==> config.mk <==
export PLATFORM = sky130hd
export DESIGN_NAME = uart_tx_arbiter_flat
export DESIGN_NICKNAME = d
export VERILOG_FILES = /design/src/rtl/uart_tx_arbiter_if.sv /design/src/rtl/uart_tx_arbiter.sv /design/src/flat_wrapper.sv
export SDC_FILE = /design/constraint.sdc
export NUM_CORES = 1
export LEC_CHECK = 0
export ABC_AREA = 1
export CAP_MARGIN = 20
export CORE_MARGIN = 2
export CORE_UTILIZATION = 49
export CTS_BUF_LIST = sky130_fd_sc_hd__clkbuf_2
export CTS_CLUSTER_SIZE = 30
export DETAILED_ROUTE_END_ITERATION = 6
export PLACE_DENSITY = 0.88
export SYNTH_ARGS = -nofsm -noshare
export SYNTH_HDL_FRONTEND = slang
export SYNTH_SLANG_ARGS = --single-unit
==> constraint.sdc <==
create_clock -name i_clk -period 2.8 [get_ports i_clk]
set_clock_uncertainty 0.1 [all_clocks]
set_input_delay 0.84 -clock i_clk [delete_from_list [all_inputs] [get_ports i_clk]]
set_output_delay 0.84 -clock i_clk [all_outputs]
set_load 0.005 [all_outputs]
==> src/rtl/uart_tx_arbiter_if.sv <==
// Bus between the UART transmit arbiter and its surroundings.
//
// The slave modport is the arbiter. The master modport is everything else:
// the byte requesters (req/lock/data in, ack/grant back) and the shared
// transmitter (tx_data/strobe in, busy back), plus the status flags.
//
//   iv_req           per-port request, held until acked
//   iv_lock          per-port packet lock, sampled with the byte
//   iv_data          flattened bytes, port k at [k*p_DATA_BITS +: p_DATA_BITS]
//   ov_ack           one-cycle pulse, byte of port k latched
//   ov_grant         one-hot owner of current or locked transfer
//   ov_tx_data       byte to the transmitter
//   o_tx_data_ready  one-cycle strobe to the transmitter
//   i_tx_busy        transmitter busy, accept until frame end
//   o_busy           arbiter active or lock held
//   o_timeout        one-cycle pulse on start timeout
interface uart_tx_arbiter_if #(
  parameter int p_PORTS     = 4,
  parameter int p_DATA_BITS = 8
);
  logic [p_PORTS-1:0]             iv_req;
  logic [p_PORTS-1:0]             iv_lock;
  logic [p_PORTS*p_DATA_BITS-1:0] iv_data;
  logic [p_PORTS-1:0]             ov_ack;
  logic [p_PORTS-1:0]             ov_grant;
  logic [p_DATA_BITS-1:0]         ov_tx_data;
  logic                           o_tx_data_ready;
  logic                           i_tx_busy;
  logic                           o_busy;
  logic                           o_timeout;

  modport master (
    output iv_req, iv_lock, iv_data, i_tx_busy,
    input  ov_ack, ov_grant, ov_tx_data, o_tx_data_ready, o_busy, o_timeout
  );

  modport slave (
    input  iv_req, iv_lock, iv_data, i_tx_busy,
    output ov_ack, ov_grant, ov_tx_data, o_tx_data_ready, o_busy, o_timeout
  );
endinterface

==> src/rtl/uart_tx_arbiter.sv <==
// Round-robin scheduler sharing one UART transmitter between p_PORTS byte
// requesters, with optional per-port packet lock and a start timeout.
//
// Ports:
//   i_clk      system clock, rising edge
//   i_reset_n  asynchronous active-low reset
//   bus        uart_tx_arbiter_if.slave (requesters, transmitter, status)
//
// state     | meaning
// ----------+------------------------------------------------
// IDLE      | free, no transfer in progress (lock may be held)
// WAIT_BUSY | strobe issued, waiting for transmitter accept
// WAIT_DONE | frame in flight, waiting for busy to fall
module uart_tx_arbiter #(
  parameter int p_PORTS         = 4,
  parameter int p_DATA_BITS     = 8,
  parameter int p_START_TIMEOUT = 16
) (
  input  logic              i_clk,
  input  logic              i_reset_n,
  uart_tx_arbiter_if.slave  bus
);

  localparam int PW = $clog2(p_PORTS);
  localparam int CW = $clog2(p_START_TIMEOUT);
  localparam logic [CW-1:0] CNT_LAST = CW'(p_START_TIMEOUT - 1);
  localparam logic [PW-1:0] PORT_LAST = PW'(p_PORTS - 1);

  typedef enum logic [1:0] {
    IDLE      = 2'd0,
    WAIT_BUSY = 2'd1,
    WAIT_DONE = 2'd2
  } state_t;

  state_t                 state_q, state_d;
  logic [PW-1:0]          ptr_q, ptr_d;
  logic [PW-1:0]          own_q, own_d;
  logic                   lock_q, lock_d;
  logic [CW-1:0]          cnt_q, cnt_d;
  logic [p_PORTS-1:0]     ack_q, ack_d;
  logic [p_PORTS-1:0]     grant_q, grant_d;
  logic [p_DATA_BITS-1:0] tx_data_q, tx_data_d;
  logic                   strobe_q, strobe_d;
  logic                   timeout_q, timeout_d;

  logic                   win_found;
  logic [PW-1:0]          win_idx;

  function automatic logic [PW-1:0] next_port(input logic [PW-1:0] k);
    return (k == PORT_LAST) ? '0 : k + PW'(1);
  endfunction

  // base + off, wrapped into 0..p_PORTS-1 (off is always < p_PORTS)
  function automatic logic [PW-1:0] wrap_add(input logic [PW-1:0] base, input int off);
    int s;
    s = int'(base) + off;
    if (s >= p_PORTS) s = s - p_PORTS;
    return PW'(s);
  endfunction

  // While a lock is held only the owner is eligible; otherwise scan upward
  // from the round-robin pointer and take the first request found.
  always_comb begin
    win_found = 1'b0;
    win_idx   = '0;
    if (lock_q) begin
      win_found = bus.iv_req[own_q];
      win_idx   = own_q;
    end else begin
      for (int i = 0; i < p_PORTS; i++) begin
        if (!win_found && bus.iv_req[wrap_add(ptr_q, i)]) begin
          win_found = 1'b1;
          win_idx   = wrap_add(ptr_q, i);
        end
      end
    end
  end

  always_comb begin
    state_d   = state_q;
    ptr_d     = ptr_q;
    own_d     = own_q;
    lock_d    = lock_q;
    cnt_d     = cnt_q;
    ack_d     = '0;
    grant_d   = grant_q;
    tx_data_d = tx_data_q;
    strobe_d  = 1'b0;
    timeout_d = 1'b0;

    case (state_q)
      IDLE: begin
        if (win_found) begin
          state_d          = WAIT_BUSY;
          ack_d[win_idx]   = 1'b1;
          grant_d          = '0;
          grant_d[win_idx] = 1'b1;
          own_d            = win_idx;
          tx_data_d        = bus.iv_data[win_idx*p_DATA_BITS +: p_DATA_BITS];
          strobe_d         = 1'b1;
          lock_d           = bus.iv_lock[win_idx];
          cnt_d            = '0;
          if (!bus.iv_lock[win_idx]) ptr_d = next_port(win_idx);
        end
      end

      WAIT_BUSY: begin
        // accept takes priority over the timeout on the same edge
        if (bus.i_tx_busy) begin
          state_d = WAIT_DONE;
        end else if (cnt_q == CNT_LAST) begin
          state_d   = IDLE;
          timeout_d = 1'b1;
          lock_d    = 1'b0;
          grant_d   = '0;
          ptr_d     = next_port(own_q);
        end else begin
          cnt_d = cnt_q + CW'(1);
        end
      end

      WAIT_DONE: begin
        if (!bus.i_tx_busy) begin
          state_d = IDLE;
          if (!lock_q) grant_d = '0;
        end
      end

      default: begin
        state_d = IDLE;
      end
    endcase
  end

  always_ff @(posedge i_clk or negedge i_reset_n) begin
    if (!i_reset_n) begin
      state_q   <= IDLE;
      ptr_q     <= '0;
      own_q     <= '0;
      lock_q    <= 1'b0;
      cnt_q     <= '0;
      ack_q     <= '0;
      grant_q   <= '0;
      tx_data_q <= '0;
      strobe_q  <= 1'b0;
      timeout_q <= 1'b0;
    end else begin
      state_q   <= state_d;
      ptr_q     <= ptr_d;
      own_q     <= own_d;
      lock_q    <= lock_d;
      cnt_q     <= cnt_d;
      ack_q     <= ack_d;
      grant_q   <= grant_d;
      tx_data_q <= tx_data_d;
      strobe_q  <= strobe_d;
      timeout_q <= timeout_d;
    end
  end

  assign bus.ov_ack          = ack_q;
  assign bus.ov_grant        = grant_q;
  assign bus.ov_tx_data      = tx_data_q;
  assign bus.o_tx_data_ready = strobe_q;
  assign bus.o_timeout       = timeout_q;
  assign bus.o_busy          = (state_q != IDLE) || lock_q;

endmodule

==> src/flat_wrapper.sv <==
// flat-port wrapper written by rule: the top's interface ports become plain ports
module uart_tx_arbiter_flat 
#(
  parameter int p_PORTS         = 4,
  parameter int p_DATA_BITS     = 8,
  parameter int p_START_TIMEOUT = 16
)
  (i_clk, i_reset_n, bus_iv_req, bus_iv_lock, bus_iv_data, bus_i_tx_busy, bus_ov_ack, bus_ov_grant, bus_ov_tx_data, bus_o_tx_data_ready, bus_o_busy, bus_o_timeout);
  uart_tx_arbiter_if #(.p_PORTS(p_PORTS), .p_DATA_BITS(p_DATA_BITS)) bus_i ();
  input  logic i_clk;
  input  logic i_reset_n;
  input wire logic [$bits(bus_i.iv_req)-1:0] bus_iv_req;
  input wire logic [$bits(bus_i.iv_lock)-1:0] bus_iv_lock;
  input wire logic [$bits(bus_i.iv_data)-1:0] bus_iv_data;
  input wire logic [$bits(bus_i.i_tx_busy)-1:0] bus_i_tx_busy;
  output wire logic [$bits(bus_i.ov_ack)-1:0] bus_ov_ack;
  output wire logic [$bits(bus_i.ov_grant)-1:0] bus_ov_grant;
  output wire logic [$bits(bus_i.ov_tx_data)-1:0] bus_ov_tx_data;
  output wire logic [$bits(bus_i.o_tx_data_ready)-1:0] bus_o_tx_data_ready;
  output wire logic [$bits(bus_i.o_busy)-1:0] bus_o_busy;
  output wire logic [$bits(bus_i.o_timeout)-1:0] bus_o_timeout;
  assign bus_i.iv_req = bus_iv_req;
  assign bus_i.iv_lock = bus_iv_lock;
  assign bus_i.iv_data = bus_iv_data;
  assign bus_i.i_tx_busy = bus_i_tx_busy;
  assign bus_ov_ack = bus_i.ov_ack;
  assign bus_ov_grant = bus_i.ov_grant;
  assign bus_ov_tx_data = bus_i.ov_tx_data;
  assign bus_o_tx_data_ready = bus_i.o_tx_data_ready;
  assign bus_o_busy = bus_i.o_busy;
  assign bus_o_timeout = bus_i.o_timeout;
  uart_tx_arbiter #(.p_PORTS(p_PORTS), .p_DATA_BITS(p_DATA_BITS), .p_START_TIMEOUT(p_START_TIMEOUT)) u_core (.i_clk(i_clk), .i_reset_n(i_reset_n), .bus(bus_i));
endmodule
==> results of run 1 <==
[registers in the layout (all words and copies together) (netlist names)]
name	count
u_core.own_q	2
u_core.lock_q	1
u_core.bus.ov_ack	4
u_core.ptr_q	2
u_core.bus.o_tx_data_ready	1
u_core.bus.ov_grant	4
u_core.state_q	2
u_core.cnt_q	4
u_core.bus.o_timeout	1
u_core.bus.ov_tx_data	8
[cell type report]
type | count | area share (%)
clock buffer | 5 | 0.8897
clock inverter | 3 | 0.4448
inverter | 26 | 3.470
multi-input combinational | 232 | 40.66
sequential | 29 | 25.80
tap | 50 | 2.224
timing repair buffer | 79 | 26.51
[final timing paths]
kind,start,end,slack (ps),cells after the start
setup / recovery,u_core.state_q[0],bus_o_busy,120,4
hold / removal,u_core.bus.ov_tx_data[6],u_core.bus.ov_tx_data[6],410,2
setup reg to reg,u_core.ptr_q[0],u_core.bus.ov_tx_data[1],470,12
hold reg to reg,u_core.bus.ov_tx_data[6],u_core.bus.ov_tx_data[6],410,2
max in group asynchronous,i_reset_n,u_core.ptr_q[1],1560,2
min in group asynchronous,i_reset_n,u_core.bus.o_tx_data_ready,730,2
[per-layer routing]
metal / share of wire (%) / track usage, % / vias to the layer above
met4: 1.5 / 9.250 / 0
met1: 42 / 30.75 / 975
met5: 0 / 0 / -
met2: 51 / 40.90 / 48
met3: 4.8 / 5.428 / 7
li1: - / - / 1096
[synth_stat cells, types with 2 or more instances]
cell	instances
inv_2	6
ha_1	10
o21ai_0	14
nor2_4	2
xnor2_1	2
inv_1	20
nand3_1	41
nor2_1	8
buf_2	4
nand2_1	120
nand3_2	2
nand2_2	17
buf_6	2
a21oi_1	7
dfrtp_1	29
[worst max-delay path, stage by stage, from the launching register on]
cell and delay, ps:
dfrtp_1 420, inv_1 80, ha_1 280, nand2_1 110, clkdlybuf4s50_1 500
[stage by stage]
stage          setup slack [ps]  hold slack (ps)  total power [mW]  util, %
6_report                  123.5            405.7             3.561    70.83
5_1_grt                   6.337            446.6             3.945    70.83
4_1_cts                   96.00            408.3             3.578    70.83
3_5_place_dp             -137.1            372.3             3.349    69.88
3_3_place_gp             -77.56            362.3             3.291    69.88
2_1_floorplan             323.6            372.6             2.413        -
[power groups by stage]
| stage | registers (mW) | logic [mW] | clock network [mW] |
|---|---|---|---|
| floorplan | 0.712 | 1.70 | 0 |
| global placement | 0.742 | 2.55 | 0 |
| detailed placement | 0.742 | 2.61 | 0 |
| CTS | 0.736 | 2.63 | 0.207 |
| global route | 0.763 | 2.96 | 0.225 |
| finish | 0.739 | 2.62 | 0.202 |
[kinds of logic after synthesis]
| kind of cell | after synthesis |
|---|---|
| adders and majority gates | 10 |
| AOI/OAI and AO/OA | 25 |
| and+or+nand+nor | 195 |
| buffers and inverters | 33 |
| DFF | 29 |
| xor gates and xnor gates | 2 |
==> impl_results.md, run 1 <==
* Outcome: finished, final reports clean
* Clock network latency to the later pin of the worst-skew pair at 370 ps
* Shortest clock period the worst path allows after layout at 2677 ps
* Wirelength per Cell at 12.42 microns
* Count of pins over their slew limit at 0
* Final wirelength at 5265 microns
* Number of warnings issued by yosys at 0
* Layout-stage area growth over the synthesis result at 39.45%
* CTS tree: yes
* Xor and xnor fraction of the mapped netlist area at 0.8685%
* TritonCTS Buffers at 5
* Dominant register cell in the synthesized netlist: dfrtp_1
* Initial core utilization at 50.79%
* Slew headroom at 70.26%
* Placed instance count at 416
* DRC violations left at 0
* Sw Pwr at 1.791 mW
* Combined flip-flop and latch cell area at 725.7 sq um
* Count of buffers inserted at the top-level ports at 61
* Worst hold path type: flop to flop
* Dominant cell type by area after synthesis: dfrtp_1
* Synthesized net count at 347
* Final antenna-violating net count at 0
* H-tree level count at 2
* Horiz. Die Dim at 68.16 microns
* Clock group share of total power at 5.7%
* Synth Area in Compound Gates at 6.514%
* Switching power as a share of total power at 50.30%
* Setup bufs post-CTS at 0
* Total Nets Final at 426
* Clock edge transition at the registers on the reported setup and hold paths at 160 ps
* Buffer depth of the longest clock path at 2
* Setup total negative slack at 0 ps
* Leading post-synthesis cells by cell area: dfrtp_1 36%, nand2_1 22%, nand3_1 10%
* Chip height at 68.16 microns
* Critical Path RT at 1860 ps
* Peak fanout along the critical path at 6
* Post-synthesis instance area at 0.002017 sq mm
* Post-synth EDFFs at 0
* Data arrival, critical path at 1740 ps
* Average cell area after synthesis at 6.860 sq um
* Die Outline Area at 0.004645 sq mm
* First-pass GRT wire length at 8480 microns
* Count of cells resized by post-cts repair at 0
* Setup repair after global routing missed its margin: false
* Maximum capacitance violations at 0
* Static leakage at 1.426 nW
* Share of the clock period used by the worst path at 95.59%
* Clock Sinks at 29
* Count of distinct cell types in the synthesized netlist at 25
* Mean number of vias per cell at 5.014
* Proportion of register bits with asynchronous set or reset after synthesis at 100.0%
* Number of I/O pins at 62
* DR iter-0 viols at 86
* Maximum resistive drop on vdd at 0.9144 mV
* Leftover overflow at the end of global routing at 0
* Post-layout instance area at 0.002813 sq mm
* Post-synthesis mux area share at 0%
* Site row count at 23
* Max Fclk at 0.3736 GHz
* Buffer cell driving the clock tree root: clkbuf_2
* Element type at the critical path start: flop
* Post-synthesis share of cell area spent on full adders, half adders and majority gates at 6.203%
* Detail Placement HPWL at 4182 microns
* Internal power consumption at 1.770 mW
* Endpoint type of the worst setup path: output port
* Dominant combinational cell family by area after synthesis: simple AND/OR/NAND/NOR gates
* Multi-input combinational cell area at 0.001144 sq mm
* Placement Cell Area at 0.002775 sq mm
* Critical setup path kind: flop to output port
* Filler cell count at 325
* Most common library cell in the layout ignoring fill and taps: nand2_1
* Overall via count from detail_route at 2126
* DR pass1 iterations at 4
* Portion of synthesized cell area occupied by the leading cell type at 35.98%
* Part of the total power dissipated in sequential elements at 20.8%
* Sequential area share after synthesis at 35.98%
* Final Non-Filler Cells at 424
* Part of the total power dissipated in combinational logic at 73.6%
* Number of antenna violations at the first check in global routing at 0
* Maximum number of pins on one net before global-route repair at 30
* Areal power density over the cells at 1266 mW/mm^2
* Final-report hold violation count at 0
* Quantity of hold-fixing buffers added after cts at 0
* Final setup viols at 0
* Transition time at the pin with the least slew margin at 446.1 ps
* Number of inserted diodes at 0
* Combined global-route utilization of all metal layers at 24.43%
* Simple-gate portion of the synthesized area at 43.11%
* Number of global-route vias before repair at 1983
* Most frequent cells in the layout: 120 x nand2_1, 61 x clkdlybuf4s50_1, 41 x nand3_1, 29 x dfrtp_1, 20 x inv_1
* Final RePlAce weighted congestion at 0.9112
* Number of standard cells after synthesis at 294
* Fraction of layout cells with a size suffix above 1 at 14.44%
* Core region area at 0.003971 sq mm
* #FFs+latches synth at 29
No activity file was read; power rests on OpenSTA's default activity.
==> run 2, diff against run 1 <==
Settings changed: CAP_MARGIN 20 to 15, CORE_UTILIZATION 49 to 47, CTS_BUF_LIST sky130_fd_sc_hd__clkbuf_2 to unset, PLACE_DENSITY 0.88 to 0.85.
==> impl_results.md, run 2 (synthesis gave the netlist of run 1 again) <==
* Outcome: finished, final reports clean
* Worst hold path type: flop to flop
* Overall via count from detail_route at 2134
* Clock network latency to the later pin of the worst-skew pair at 290 ps
* Placed instance count at 416
* Setup repair after global routing missed its margin: false
* Power after layout at 3.719 mW
* Layer with the highest usage: met2
* Horiz. Die Dim at 69.51 microns
* Wirelength per Cell at 12.82 microns
* Multi-input combinational cell area at 0.001144 sq mm
* Slew headroom at 70.91%
* Layout-stage area growth over the synthesis result at 41.87%
* Number of global-route vias before repair at 2110
* Number of inserted diodes at 0
* Areal power density over the cells at 1300 mW/mm^2
* Most common library cell in the layout ignoring fill and taps: nand2_1
* Initial core utilization at 49.71%
* Number of I/O pins at 62
* Final Hold Slack at 380.9 ps
* Maximum number of pins on one net before global-route repair at 30
* Combined flip-flop and latch cell area at 725.7 sq um
* Shortest clock period the worst path allows after layout at 2607 ps
* Clock edge transition at the registers on the reported setup and hold paths at 70 ps
* Share of the clock period used by the worst path at 93.10%
* Met1 track demand over resource in global routing at 27.79%
* DR iter-0 viols at 121
* Count of buffers inserted at the top-level ports at 61
* First-pass GRT wire length at 9225 microns
* Endpoint type of the worst setup path: flop
* Number of antenna violations at the first check in global routing at 0
* Final Non-Filler Cells at 423
* Count of pins over their slew limit at 0
* Grt met2 use at 42.74%
* Peak fanout along the critical path at 3
* Total Nets Final at 426
* Buffer cell driving the clock tree root: clkbuf_8
* Final wirelength at 5422 microns
* Max reg flops at 8
* Die Outline Area at 0.004832 sq mm
* DRC violations left at 0
* H-tree level count at 2
* Fraction of layout cells with a size suffix above 1 at 14.48%
* Combined global-route utilization of all metal layers at 23.59%
* Filler cell count at 346
* Data arrival, critical path at 2690 ps
* Final antenna-violating net count at 0
* Setup slack after layout at 193.1 ps
* Final setup viols at 0
* Max Fclk at 0.3836 GHz
* Maximum resistive drop on vdd at 0.6487 mV
* Site row count at 23
* TritonCTS Buffers at 5
* Mean number of vias per cell at 5.045
* Setup total negative slack at 0 ps
* CTS tree: yes
* Quantity of hold-fixing buffers added after cts at 0
* Placement Cell Area at 0.002775 sq mm
* Buffer depth of the longest clock path at 2
* Clock Sinks at 29
* Transition time at the pin with the least slew margin at 436.4 ps
* Core region area at 0.004058 sq mm
* Detail Placement HPWL at 4132 microns
* Element type at the critical path start: input port
* Static leakage at 1.442 nW
* Critical Path RT at 2880 ps
* Global-route track usage on met3 at 5.087%
* Setup Slack @ Placement at -72.63 ps
* Post-layout instance area at 0.002861 sq mm
* Leftover overflow at the end of global routing at 0
* Maximum capacitance violations at 0
* Final-report hold violation count at 0
* DR pass1 iterations at 4
* Critical setup path kind: input port to flop
* Chip height at 69.51 microns
* Final RePlAce weighted congestion at 0.9392
* Most frequent cells in the layout: 120 x nand2_1, 61 x clkdlybuf4s50_1, 41 x nand3_1, 29 x dfrtp_1, 20 x inv_1
* Final standard cell utilization of the core at 70.52%
## run 2: cell count changes in the layout (fill, tap and decap cells not counted)
cell and change:
clkbuf_8 +6, o21ai_0 -1, clkbuf_1 +1, o21ai_1 +1
clkinv_2 -1, clkinv_1 -2, clkbuf_2 -5
## run 2: cell type report
cell class	count	area share, %
clock buffer	7	3.017
sequential	29	25.36
multi-input combinational	232	39.97
inverter	26	3.411
timing repair buffer	79	26.06
tap	50	2.186
## run 2: power by group
| group | leakage (nW) | internal, mW | switching, mW | total, mW |
|---|---|---|---|---|
| Sequential | 0.373 | 0.600 | 0.140 | 0.741 |
| Combinational | 1.02 | 1.11 | 1.52 | 2.63 |
| Clock | 0.0443 | 0.195 | 0.158 | 0.353 |
## run 2: critical path, stage by stage
cell and delay [ps]:
clkdlybuf4s50_1 440, inv_1 100, nand2_2 60, nand3_1 120, nand2_1 100, inv_2 80
nand3_2 90, nor2_4 110, nor2_4 50, buf_4 140, nand3_1 100, nand2_1 60
nand2_1 60, nand2_2 60, nand2_2 80, nand2_2 50, nand2_1 80, nand2_1 50
## run 2: worst paths after layout
check                                              start                        to  slack (ps)  cells past startpoint
worst max-delay path                       bus_iv_req[3]           u_core.ptr_q[1]         190                     18
worst max register to register           u_core.ptr_q[0]           u_core.ptr_q[1]         500                     16
worst min-delay path            u_core.bus.ov_tx_data[0]  u_core.bus.ov_tx_data[0]         380                      2
min in group asynchronous                      i_reset_n           u_core.own_q[0]         850                      2
max in group asynchronous                      i_reset_n    u_core.bus.ov_grant[0]        1470                      2
worst min register to register  u_core.bus.ov_tx_data[0]  u_core.bus.ov_tx_data[0]         380                      2
## run 2: per-layer routing
metal	part of all wire (%)	wire length, microns	vias up
met5	0	0	-
met4	1.5	80	0
met3	4.1	223	9
met2	52	2804	49
met1	43	2313	982
li1	-	-	1094
## run 2: repair_timing
item	4_1_cts	5_1_grt
buffers inserted	0	0
endpoints found under the hold margin	0	0
gates resized for setup	0	1
setup endpoints to repair	0	1
